==> src/rtl/alu_seq_pkg.sv <==
// Shared definitions for the ALU command sequencer: opcode encodings,
// FSM state type, command record layout and small decode helpers.
package alu_seq_pkg;

   // Opcode encodings as carried on cmd_op / alu_op_sel / rsp_op
   localparam logic [1:0] OP_ADD = 2'b00;
   localparam logic [1:0] OP_SUB = 2'b01;
   localparam logic [1:0] OP_MUL = 2'b10;
   localparam logic [1:0] OP_DIV = 2'b11;

   // Result reported for divide-by-zero and for a timed-out MUL/DIV
   localparam logic [15:0] ERR_RESULT = 16'hFFFF;

   // Width of one queued command {a, b, op}
   localparam int CMD_W = 18;

   typedef enum logic [1:0] {
      ST_IDLE  = 2'b00,
      ST_ISSUE = 2'b01,
      ST_WAIT  = 2'b10,
      ST_RESP  = 2'b11
   } seq_state_e;

   typedef struct packed {
      logic [7:0] a;
      logic [7:0] b;
      logic [1:0] op;
   } cmd_t;

   // MUL and DIV finish on alu_done; ADD and SUB finish in one cycle
   function automatic logic is_multicycle(input logic [1:0] op);
      return (op == OP_MUL) || (op == OP_DIV);
   endfunction

   // A DIV whose divisor is zero is answered without touching the ALU
   function automatic logic is_div_by_zero(input cmd_t cmd);
      return (cmd.op == OP_DIV) && (cmd.b == 8'd0);
   endfunction

endpackage

==> src/rtl/alu_cmd_fifo.sv <==
// Synchronous command FIFO with parameterised depth (power of two) and width.
// The head entry is presented combinationally on rd_data whenever not empty.
module alu_cmd_fifo
   import alu_seq_pkg::*;
#(
   parameter int DEPTH = 4,
   parameter int WIDTH = CMD_W
) (
   input  logic             clk,
   input  logic             reset,
   input  logic             push,
   input  logic [WIDTH-1:0] wr_data,
   input  logic             pop,
   output logic [WIDTH-1:0] rd_data,
   output logic             full,
   output logic             empty
);

   localparam int AW = (DEPTH > 1) ? $clog2(DEPTH) : 1;
   localparam logic [AW-1:0] PTR_ONE = AW'(1'b1);
   localparam logic [AW:0]   CNT_ONE = (AW + 1)'(1'b1);
   localparam logic [AW:0]   CNT_MAX = (AW + 1)'(DEPTH);

   logic [WIDTH-1:0] mem_r [DEPTH];
   logic [AW-1:0]    wr_ptr_r;
   logic [AW-1:0]    rd_ptr_r;
   logic [AW:0]      count_r;
   logic             push_ok_s;
   logic             pop_ok_s;

   assign full    = (count_r == CNT_MAX);
   assign empty   = (count_r == '0);
   assign rd_data = mem_r[rd_ptr_r];

   // Qualify requests: a push is dropped when full, a pop when empty.
   // Push and pop in the same cycle are both honoured when not full.
   always_comb begin
      push_ok_s = push && !full;
      pop_ok_s  = pop && !empty;
   end

   // Pointer and occupancy bookkeeping
   always_ff @(posedge clk) begin
      if (reset) begin
         wr_ptr_r <= '0;
         rd_ptr_r <= '0;
         count_r  <= '0;
      end else begin
         if (push_ok_s) begin
            wr_ptr_r <= wr_ptr_r + PTR_ONE;
         end
         if (pop_ok_s) begin
            rd_ptr_r <= rd_ptr_r + PTR_ONE;
         end
         case ({push_ok_s, pop_ok_s})
            2'b10:   count_r <= count_r + CNT_ONE;
            2'b01:   count_r <= count_r - CNT_ONE;
            default: count_r <= count_r;
         endcase
      end
   end

   // Storage array; contents need no reset because occupancy gates reads
   always_ff @(posedge clk) begin
      if (push_ok_s) begin
         mem_r[wr_ptr_r] <= wr_data;
      end
   end

endmodule

==> src/rtl/alu_cmd_sequencer.sv <==
// ALU command sequencer: queues {a, b, op} commands, issues them one at a
// time to an external ALU, waits for the result (with timeout for MUL/DIV)
// and holds a response until the consumer takes it.
module alu_cmd_sequencer
   import alu_seq_pkg::*;
#(
   parameter int FIFO_DEPTH   = 4,
   parameter int DONE_TIMEOUT = 32
) (
   input  logic        clk,
   input  logic        reset,
   input  logic        cmd_valid,
   output logic        cmd_ready,
   input  logic [7:0]  cmd_a,
   input  logic [7:0]  cmd_b,
   input  logic [1:0]  cmd_op,
   output logic [7:0]  alu_a,
   output logic [7:0]  alu_b,
   output logic [1:0]  alu_op_sel,
   output logic        alu_load,
   input  logic [15:0] alu_result,
   input  logic        alu_done,
   output logic        rsp_valid,
   input  logic        rsp_ready,
   output logic [15:0] rsp_result,
   output logic [1:0]  rsp_op,
   output logic        rsp_err,
   output logic        busy
);

   // Timeout counter counts completed WAIT cycles; the last allowed one is
   // DONE_TIMEOUT-1, so a missing alu_done leaves after exactly
   // DONE_TIMEOUT cycles in WAIT.
   localparam int TW = $clog2(DONE_TIMEOUT + 1);
   localparam logic [TW-1:0] TO_LAST = TW'(DONE_TIMEOUT - 1);
   localparam logic [TW-1:0] TO_ONE  = TW'(1'b1);

   seq_state_e    state_r;
   logic [TW-1:0] to_cnt_r;
   logic [7:0]    alu_a_r;
   logic [7:0]    alu_b_r;
   logic [1:0]    alu_op_r;
   logic          alu_load_r;
   logic          rsp_valid_r;
   logic [15:0]   rsp_result_r;
   logic [1:0]    rsp_op_r;
   logic          rsp_err_r;

   logic          fifo_full_s;
   logic          fifo_empty_s;
   logic          fifo_push_s;
   logic          fifo_pop_s;
   logic [CMD_W-1:0] fifo_wr_data_s;
   logic [CMD_W-1:0] fifo_rd_data_s;
   cmd_t          head_s;

   alu_cmd_fifo #(
      .DEPTH (FIFO_DEPTH),
      .WIDTH (CMD_W)
   ) u_fifo (
      .clk     (clk),
      .reset   (reset),
      .push    (fifo_push_s),
      .wr_data (fifo_wr_data_s),
      .pop     (fifo_pop_s),
      .rd_data (fifo_rd_data_s),
      .full    (fifo_full_s),
      .empty   (fifo_empty_s)
   );

   // Handshake and FIFO control; cmd_ready depends only on FIFO state
   always_comb begin
      fifo_wr_data_s = {cmd_a, cmd_b, cmd_op};
      head_s         = cmd_t'(fifo_rd_data_s);
      fifo_push_s    = cmd_valid && !fifo_full_s;
      if ((state_r == ST_IDLE) && !fifo_empty_s) begin
         fifo_pop_s = 1'b1;
      end else begin
         fifo_pop_s = 1'b0;
      end
   end

   // Sequencer FSM with registered ALU drive and response outputs
   always_ff @(posedge clk) begin
      if (reset) begin
         state_r      <= ST_IDLE;
         to_cnt_r     <= '0;
         alu_a_r      <= 8'd0;
         alu_b_r      <= 8'd0;
         alu_op_r     <= 2'b00;
         alu_load_r   <= 1'b0;
         rsp_valid_r  <= 1'b0;
         rsp_result_r <= 16'd0;
         rsp_op_r     <= 2'b00;
         rsp_err_r    <= 1'b0;
      end else begin
         case (state_r)
            ST_IDLE: begin
               if (!fifo_empty_s) begin
                  alu_a_r  <= head_s.a;
                  alu_b_r  <= head_s.b;
                  alu_op_r <= head_s.op;
                  if (is_div_by_zero(head_s)) begin
                     // Answer immediately; the ALU never sees this command
                     rsp_result_r <= ERR_RESULT;
                     rsp_op_r     <= head_s.op;
                     rsp_err_r    <= 1'b1;
                     rsp_valid_r  <= 1'b1;
                     state_r      <= ST_RESP;
                  end else begin
                     alu_load_r <= 1'b1;
                     state_r    <= ST_ISSUE;
                  end
               end else begin
                  state_r <= ST_IDLE;
               end
            end

            ST_ISSUE: begin
               alu_load_r <= 1'b0;
               to_cnt_r   <= '0;
               state_r    <= ST_WAIT;
            end

            ST_WAIT: begin
               if (!is_multicycle(alu_op_r)) begin
                  // Single-cycle ops: result is valid in the first WAIT cycle
                  rsp_result_r <= alu_result;
                  rsp_op_r     <= alu_op_r;
                  rsp_err_r    <= 1'b0;
                  rsp_valid_r  <= 1'b1;
                  state_r      <= ST_RESP;
               end else if (alu_done) begin
                  rsp_result_r <= alu_result;
                  rsp_op_r     <= alu_op_r;
                  rsp_err_r    <= 1'b0;
                  rsp_valid_r  <= 1'b1;
                  state_r      <= ST_RESP;
               end else if (to_cnt_r == TO_LAST) begin
                  rsp_result_r <= ERR_RESULT;
                  rsp_op_r     <= alu_op_r;
                  rsp_err_r    <= 1'b1;
                  rsp_valid_r  <= 1'b1;
                  state_r      <= ST_RESP;
               end else begin
                  to_cnt_r <= to_cnt_r + TO_ONE;
                  state_r  <= ST_WAIT;
               end
            end

            ST_RESP: begin
               if (rsp_ready) begin
                  rsp_valid_r <= 1'b0;
                  state_r     <= ST_IDLE;
               end else begin
                  state_r <= ST_RESP;
               end
            end

            default: begin
               alu_load_r  <= 1'b0;
               rsp_valid_r <= 1'b0;
               state_r     <= ST_IDLE;
            end
         endcase
      end
   end

   // Output mapping; busy covers both the in-flight and the queued commands
   always_comb begin
      cmd_ready  = !fifo_full_s;
      alu_a      = alu_a_r;
      alu_b      = alu_b_r;
      alu_op_sel = alu_op_r;
      alu_load   = alu_load_r;
      rsp_valid  = rsp_valid_r;
      rsp_result = rsp_result_r;
      rsp_op     = rsp_op_r;
      rsp_err    = rsp_err_r;
      if ((state_r != ST_IDLE) || !fifo_empty_s) begin
         busy = 1'b1;
      end else begin
         busy = 1'b0;
      end
   end

endmodule

==> config.mk <==
export PLATFORM = sky130hd
export DESIGN_NAME = alu_cmd_sequencer
export DESIGN_NICKNAME = d
export VERILOG_FILES = /design/src/rtl/alu_seq_pkg.sv /design/src/rtl/alu_cmd_fifo.sv /design/src/rtl/alu_cmd_sequencer.sv
export SDC_FILE = /design/constraint.sdc
export NUM_CORES = 1
export LEC_CHECK = 0
export CORE_AREA = 2 2 117 119
export DETAILED_ROUTE_END_ITERATION = 6
export DIE_AREA = 0 0 119 121
export GPL_ROUTABILITY_DRIVEN = 0
export HOLD_SLACK_MARGIN = 0.05
export SLEW_MARGIN = 20
export SYNTH_ARGS = -nofsm -noshare
export SYNTH_HDL_FRONTEND = slang
export SYNTH_SLANG_ARGS = --single-unit
export TNS_END_PERCENT = 5
==> constraint.sdc <==
create_clock -name clk -period 2.3 [get_ports clk]
set_input_delay 0.46 -clock clk [delete_from_list [all_inputs] [get_ports clk]]
set_output_delay 0.46 -clock clk [all_outputs]
set_load 0.05 [all_outputs]
==> flow_summary.toml, run 1 <==
[layout]
final_cell_area_um2 = 6630
finalNonFillerCells = 624
regArea_um2 = 3283
syn_to_final_growth_pct = 35.91
drive_gt1_share_pct = 16.96
multi_input_area_um2 = 1470
nNetsFinal = 481
n_antenna_cell = 0
n_fill_cell = 1114

[worst_setup_path]
cp_max_fo = 18
endpoint_kind = "flop"
path_class = "flop to flop"
cp_data_arrival_time_ns = 2.53
start_kind = "flop"
worst_ep_required_time_ns = 2.65

[synth]
syn_nets = 384
async_flop_share_pct = 0
syn_inst = 338
synth_cell_types = 43
ys.warnings.count = 0
synth_top_area_cell = "edfxtp_1"
synth_ff_type = "edfxtp_1"
synth_seq_cells = 128
synth_top_area_share_pct = 44.32
synth.top_cells.by_area = "edfxtp_1 (44%), dfxtp_1 (23%), mux4_2 (6.5%)"
synth_edf_count = 72
avgSynthCellArea_um2 = 14.43
ys_seq_area_share_pct = 67.30
synthTopCellsByCount = "edfxtp_1 (72), dfxtp_1 (56), nand2_1 (47)"
netlist_area_um2 = 4878
yosysMostFrequentCell = "edfxtp_1"

[die]
die_x_um = 119
rows = 42
die_y_um = 121
core_region_area_um2 = 13090
design.die.area_um2 = 14400
io_pins = 80
start_util_pct = 37.28

[routing]
ant_nets = 0
routedWlPerCell_um = 16.18
via_per_inst = 4.832
first_pass_iters = 4
drc = 0
dr_total_vias = 3015
drt_iter0_drc = 216
wl_um = 10100

[timing]
rsz0062_at_grt = "false"
finalCriticalPeriod_ns = 2.180
fin_crit_sh_pct = 94.79
whs_ns = 0.4551
tightest_slew_ns = 0.5825
maxSlewHeadroom_pct = 61.13
finalSetupViolations = 0
maxSlewViolCount = 0
final_hold_viol_count = 0
fmax_ghz = 0.4587
fin_skew_ns = 0.009090

[cts]
ctsResizeCount = 1
cts-root-buf = "clkbuf_16"
h-tree-depth = 4
cts_buffers = 17
clockBufferDepth = 2
insertion_delay_ns = 0.41
ctsHoldBuffers = 0
cts_setup_buffers = 0
cts_tree = "yes"
cts.sinks = 128
clkTransAtPathRegs_ns = 0.06

[global_routing]
grt_pass1_vias = 3089
grt_max_degree = 33
grt_pass1_wl_um = 16220
globalRouteTotalUtil_pct = 15.07
antenna_found_initial = 0
grt-ovfl-total = 0

[pwr]
power_density_nw_per_um2 = 1399
ir_drop_v = 0.001207
p_leak_nw = 2.334

[place]
placed_area_um2 = 5954
portBuffers = 79
hpwl_um = 6434
placed_cells = 592

[outcome]
status = "complete, no violations"

[hold_path]
hold_path_class = "flop to flop"
min_from = "alu_a[5]"

[job]
max-cap-violations = 0
## worst paths after layout
check             cells past startpoint              to  slack, ns
setup / recovery                      6  rsp_result[10]       0.12
hold / removal                        2        alu_a[5]       0.46
setup reg to reg                      6  rsp_result[10]       0.12
hold reg to reg                       2        alu_a[5]       0.46
## metrics by stage
| step | setup slack [ns] | setup TNS, ns | utilization [%] | total power [W] |
|---|---|---|---|---|
| floorplan | 0.01153 | 0 | - | 0.005314 |
| global placement | -0.004469 | -0.004469 | 45.51 | 0.006335 |
| detailed placement | -0.06559 | -0.06559 | 45.51 | 0.006381 |
| CTS | 0.01651 | 0 | 50.65 | 0.009393 |
| global route | 0.01472 | 0 | 50.67 | 0.009698 |
| finish | 0.1198 | 0 | 50.67 | 0.009277 |
## per-layer routing
metal  vias to the layer above  global-route usage [%]  share of wire (%)
li1                       1463                       -                  -
met2                        81                   23.96                 47
met1                      1455                   18.87                 46
met5                         -                       0                  0
met3                        16                   5.451                5.3
met4                         0                   5.804                1.4
## critical path, stage by stage, from the launching register on
cell and delay [ns]:
dfxtp_1 0.35, buf_12 0.17, mux4_1 0.61, and4bb_1 0.37
nand4_4 0.17, nand2_4 0.22, o221a_2 0.22
## layout by cell type (no fill, tap or decap), drive strengths merged, types with 2 or more instances in the layout
master         Yosys  layout
bufinv             0       4
nand2b             5       5
xor2               4       4
buf                8      18
clkdlybuf4s50      0      77
a211oi             2       2
nor2              19      19
mux4              18      18
ha                 6       6
clkinv             0       3
nand3              5       5
dfxtp             56      56
and3               4       4
inv                8      10
nand2             48      48
a21oi             25      25
clkbuf            11      22
xnor2              4       4
edfxtp            72      72
o21ai              5       5
nor2b              3       3
o221a             17      17
## cell type report
| class | count | area share (%) |
|---|---|---|
| sequential | 128 | 49.52 |
| inverter | 8 | 0.4529 |
| timing repair buffer | 97 | 14.36 |
| multi-input combinational | 183 | 22.17 |
| clock inverter | 10 | 2.529 |
| tap | 176 | 3.321 |
| clock buffer | 22 | 7.643 |
## sequential cells by signal, indices dropped and copies added (netlist names), named ones only
| register | count |
|---|---|
| alu_a | 8 |
| alu_b | 8 |
| alu_load | 1 |
| alu_op_sel | 2 |
| rsp_err | 1 |
| rsp_op | 2 |
| rsp_result | 16 |
| rsp_valid | 1 |
| state_r | 2 |
| to_cnt_r | 6 |
| u_fifo.count_r | 3 |
| u_fifo.mem_r | 72 |
| u_fifo.rd_ptr_r | 2 |
| u_fifo.wr_ptr_r | 2 |
## cells by family after synthesis
family                   after synthesis  share of synthesized area (%)
AO/OA/AOI/OAI                         58                          8.823
XOR/XNOR                               8                          1.436
adder cells (fa/ha/maj)                7                          1.949
buffers and inverters                 27                          2.667
flip-flops                           128                          67.30
multiplexers                          19                          8.823
AND/OR/NAND/NOR                       91                          9.002
## power by group
part | internal, W | total [W] | switching [W] | leakage (nW)
registers | 0.00289 | 0.00310 | 0.000214 | 1.12
clock network | 0.00201 | 0.00299 | 0.000982 | 0.328
logic | 0.00118 | 0.00318 | 0.00200 | 0.888
total | 0.00608 | 0.00928 | 0.00319 | 2.33
Power figures use the tool's default switching activity.
==> inputs of run 2 (changes only) <==
--- a/config.mk
+++ b/config.mk
@@ -6,6 +6,7 @@
 export NUM_CORES = 1
 export LEC_CHECK = 0
 export CORE_AREA = 2 2 117 119
+export CTS_BUF_LIST = sky130_fd_sc_hd__clkbuf_4
 export DETAILED_ROUTE_END_ITERATION = 6
 export DIE_AREA = 0 0 119 121
 export GPL_ROUTABILITY_DRIVEN = 0
==> run 2 against run 1 <==
Effect of this change: global-route usage decreased by 0.40 points; count of clock-buffer cells in the layout shrank 4; setup slack got worse by 0.018 ns; non-clock buffer count unchanged; critical path type unchanged; largest power group unchanged.
==> flow_summary.toml, run 2 (same netlist as run 1, synthesis figures left out) <==
[timing]
finalSetupViolations = 0
maxSlewHeadroom_pct = 61.17
rsz0062_at_grt = "true"
fmax_ghz = 0.4550
tightest_slew_ns = 0.5818
fin_crit_sh_pct = 95.56
final_hold_viol_count = 0
maxSlewViolCount = 0
setup_ws_ns = 0.1021
finalCriticalPeriod_ns = 2.198
fin_skew_ns = 0.02200

[worst_setup_path]
path_cells = "buf_12 -> mux4_1 -> and4bb_1 -> nand4_4 -> nand2_4 -> o221a_2"
cp_slowest_cell = "mux4_1"
critPathMaxStageDelay_ns = 0.61
worst_ep_required_time_ns = 2.74
path_class = "flop to flop"
cp_data_arrival_time_ns = 2.64
cpLargestDelayFamily = "simple AND/OR/NAND/NOR gates"
cp_max_fo = 18
endpoint_kind = "flop"
crit_path_end = "rsp_result[10]"
reg2reg_depth = 6
cp.buffers_inverters = 1
timing.rr.end = "rsp_result[10]"
r2r_setup_slack_ns = 0.10
start_kind = "flop"
cp.depth = 6

[job]
max-cap-violations = 0

[place]
place_ws_ns = -0.06559
portBuffers = 79
placed_area_um2 = 5954
hpwl_um = 6434

[layout]
final_cell_mix = "clkdlybuf4s50_1 (76), edfxtp_1 (72), dfxtp_1 (56)"
drive_gt1_share_pct = 16.74
top_register = "u_fifo.mem_r"
syn_to_final_growth_pct = 29.65
nNetsFinal = 481
layout_commonest_cell = "clkdlybuf4s50_1"
largest_reg_flops = 72
n_antenna_cell = 0
post-route-util_pct = 48.34
final_cell_area_um2 = 6325

[cts]
cts.sinks = 128
clkTransAtPathRegs_ns = 0.11
cts_setup_buffers = 0
clockBufferDepth = 2
cts_buffers = 17
cts-root-buf = "clkbuf_4"
insertion_delay_ns = 0.51
h-tree-depth = 4
cts_tree = "yes"

[global_routing]
globalRouteTotalUtil_pct = 14.67
grt_max_degree = 33
grt-ovfl-total = 0
grt_pass1_vias = 3071
grt_pass1_wl_um = 16030
antenna_found_initial = 0

[routing]
drc = 0
ant_nets = 0
routedWlPerCell_um = 15.95
wl_um = 9950
dr_total_vias = 3009
drt_iter0_drc = 193
via_per_inst = 4.822
first_pass_iters = 4

[die]
rows = 42
design.die.area_um2 = 14400
die_x_um = 119
die_y_um = 121
start_util_pct = 37.28
core_region_area_um2 = 13090
io_pins = 80

[pwr]
clockPowerShare_pct = 23.6
intPower_w = 0.005157
p_leak_nw = 2.213
switching_share_pct = 37.15
power_density_nw_per_um2 = 1297
power.switching_w = 0.003048
p_seq_share_pct = 37.7
combPwrFrac_pct = 38.7
ir_drop_v = 0.0007851

[outcome]
status = "complete, no violations"

[hold_path]
hold_path_class = "flop to flop"
-- run 2: power groups by stage --
stage	registers, W	logic (W)	clock network [W]
2_1_floorplan	0.00404	0.00127	0
3_3_place_gp	0.00314	0.00320	0
3_5_place_dp	0.00316	0.00323	0
4_1_cts	0.00310	0.00322	0.00198
5_1_grt	0.00315	0.00340	0.00207
6_report	0.00309	0.00318	0.00193
-- run 2: how the worst min path moves through the flow --
| stage | slack [ns] | to | cells after the start | from |
|---|---|---|---|---|
| floorplan | 0.45 | to_cnt_r[5] | 2 | to_cnt_r[5] |
| global placement | 0.45 | alu_b[5] | 2 | alu_b[5] |
| detailed placement | 0.45 | alu_a[4] | 2 | alu_a[4] |
| CTS | 0.47 | alu_a[4] | 2 | alu_a[4] |
| global route | 0.48 | alu_b[1] | 2 | alu_b[1] |
| finish | 0.46 | alu_a[5] | 2 | alu_a[5] |
-- run 2: metal layers --
metal	wire length (um)	track usage [%]
met1	4534	18.72
met3	583	4.464
met2	4719	23.71
met5	0	0
met4	112	5.357
-- run 2: timing repair --
action,4_1_cts,5_1_grt
hold buffers,0,0
endpoints found under the setup margin,2,2
resized for setup,2,1
-- run 2: area by class of cell --
cell class	instances	area [um^2]
Tap cell	176	220.2
Multi-Input combinational cell	183	1470
Timing Repair Buffer	97	950.9
Inverter	8	30.03
Clock buffer	18	135.1
Sequential cell	128	3283
Clock inverter	14	235.2
Fill cell	1158	6760
-- run 2: worst register-to-register path, stage by stage (launching register included) --
cell	delay, ns
dfxtp_1	0.37
buf_12	0.17
mux4_1	0.62
and4bb_1	0.38
nand4_4	0.17
nand2_4	0.22
o221a_2	0.22
-- run 2: metrics by stage --
stage / hold slack [ns] / cells / setup TNS [ns] / total power, W
2_1_floorplan: 0.4468 / 338 / 0 / 0.005314
3_3_place_gp: 0.4453 / 592 / -0.004469 / 0.006335
3_5_place_dp: 0.4488 / 592 / -0.06559 / 0.006381
4_1_cts: 0.4659 / 624 / 0 / 0.008306
5_1_grt: 0.4823 / 624 / -0.01196 / 0.008615
6_report: 0.4636 / 624 / 0 / 0.008205
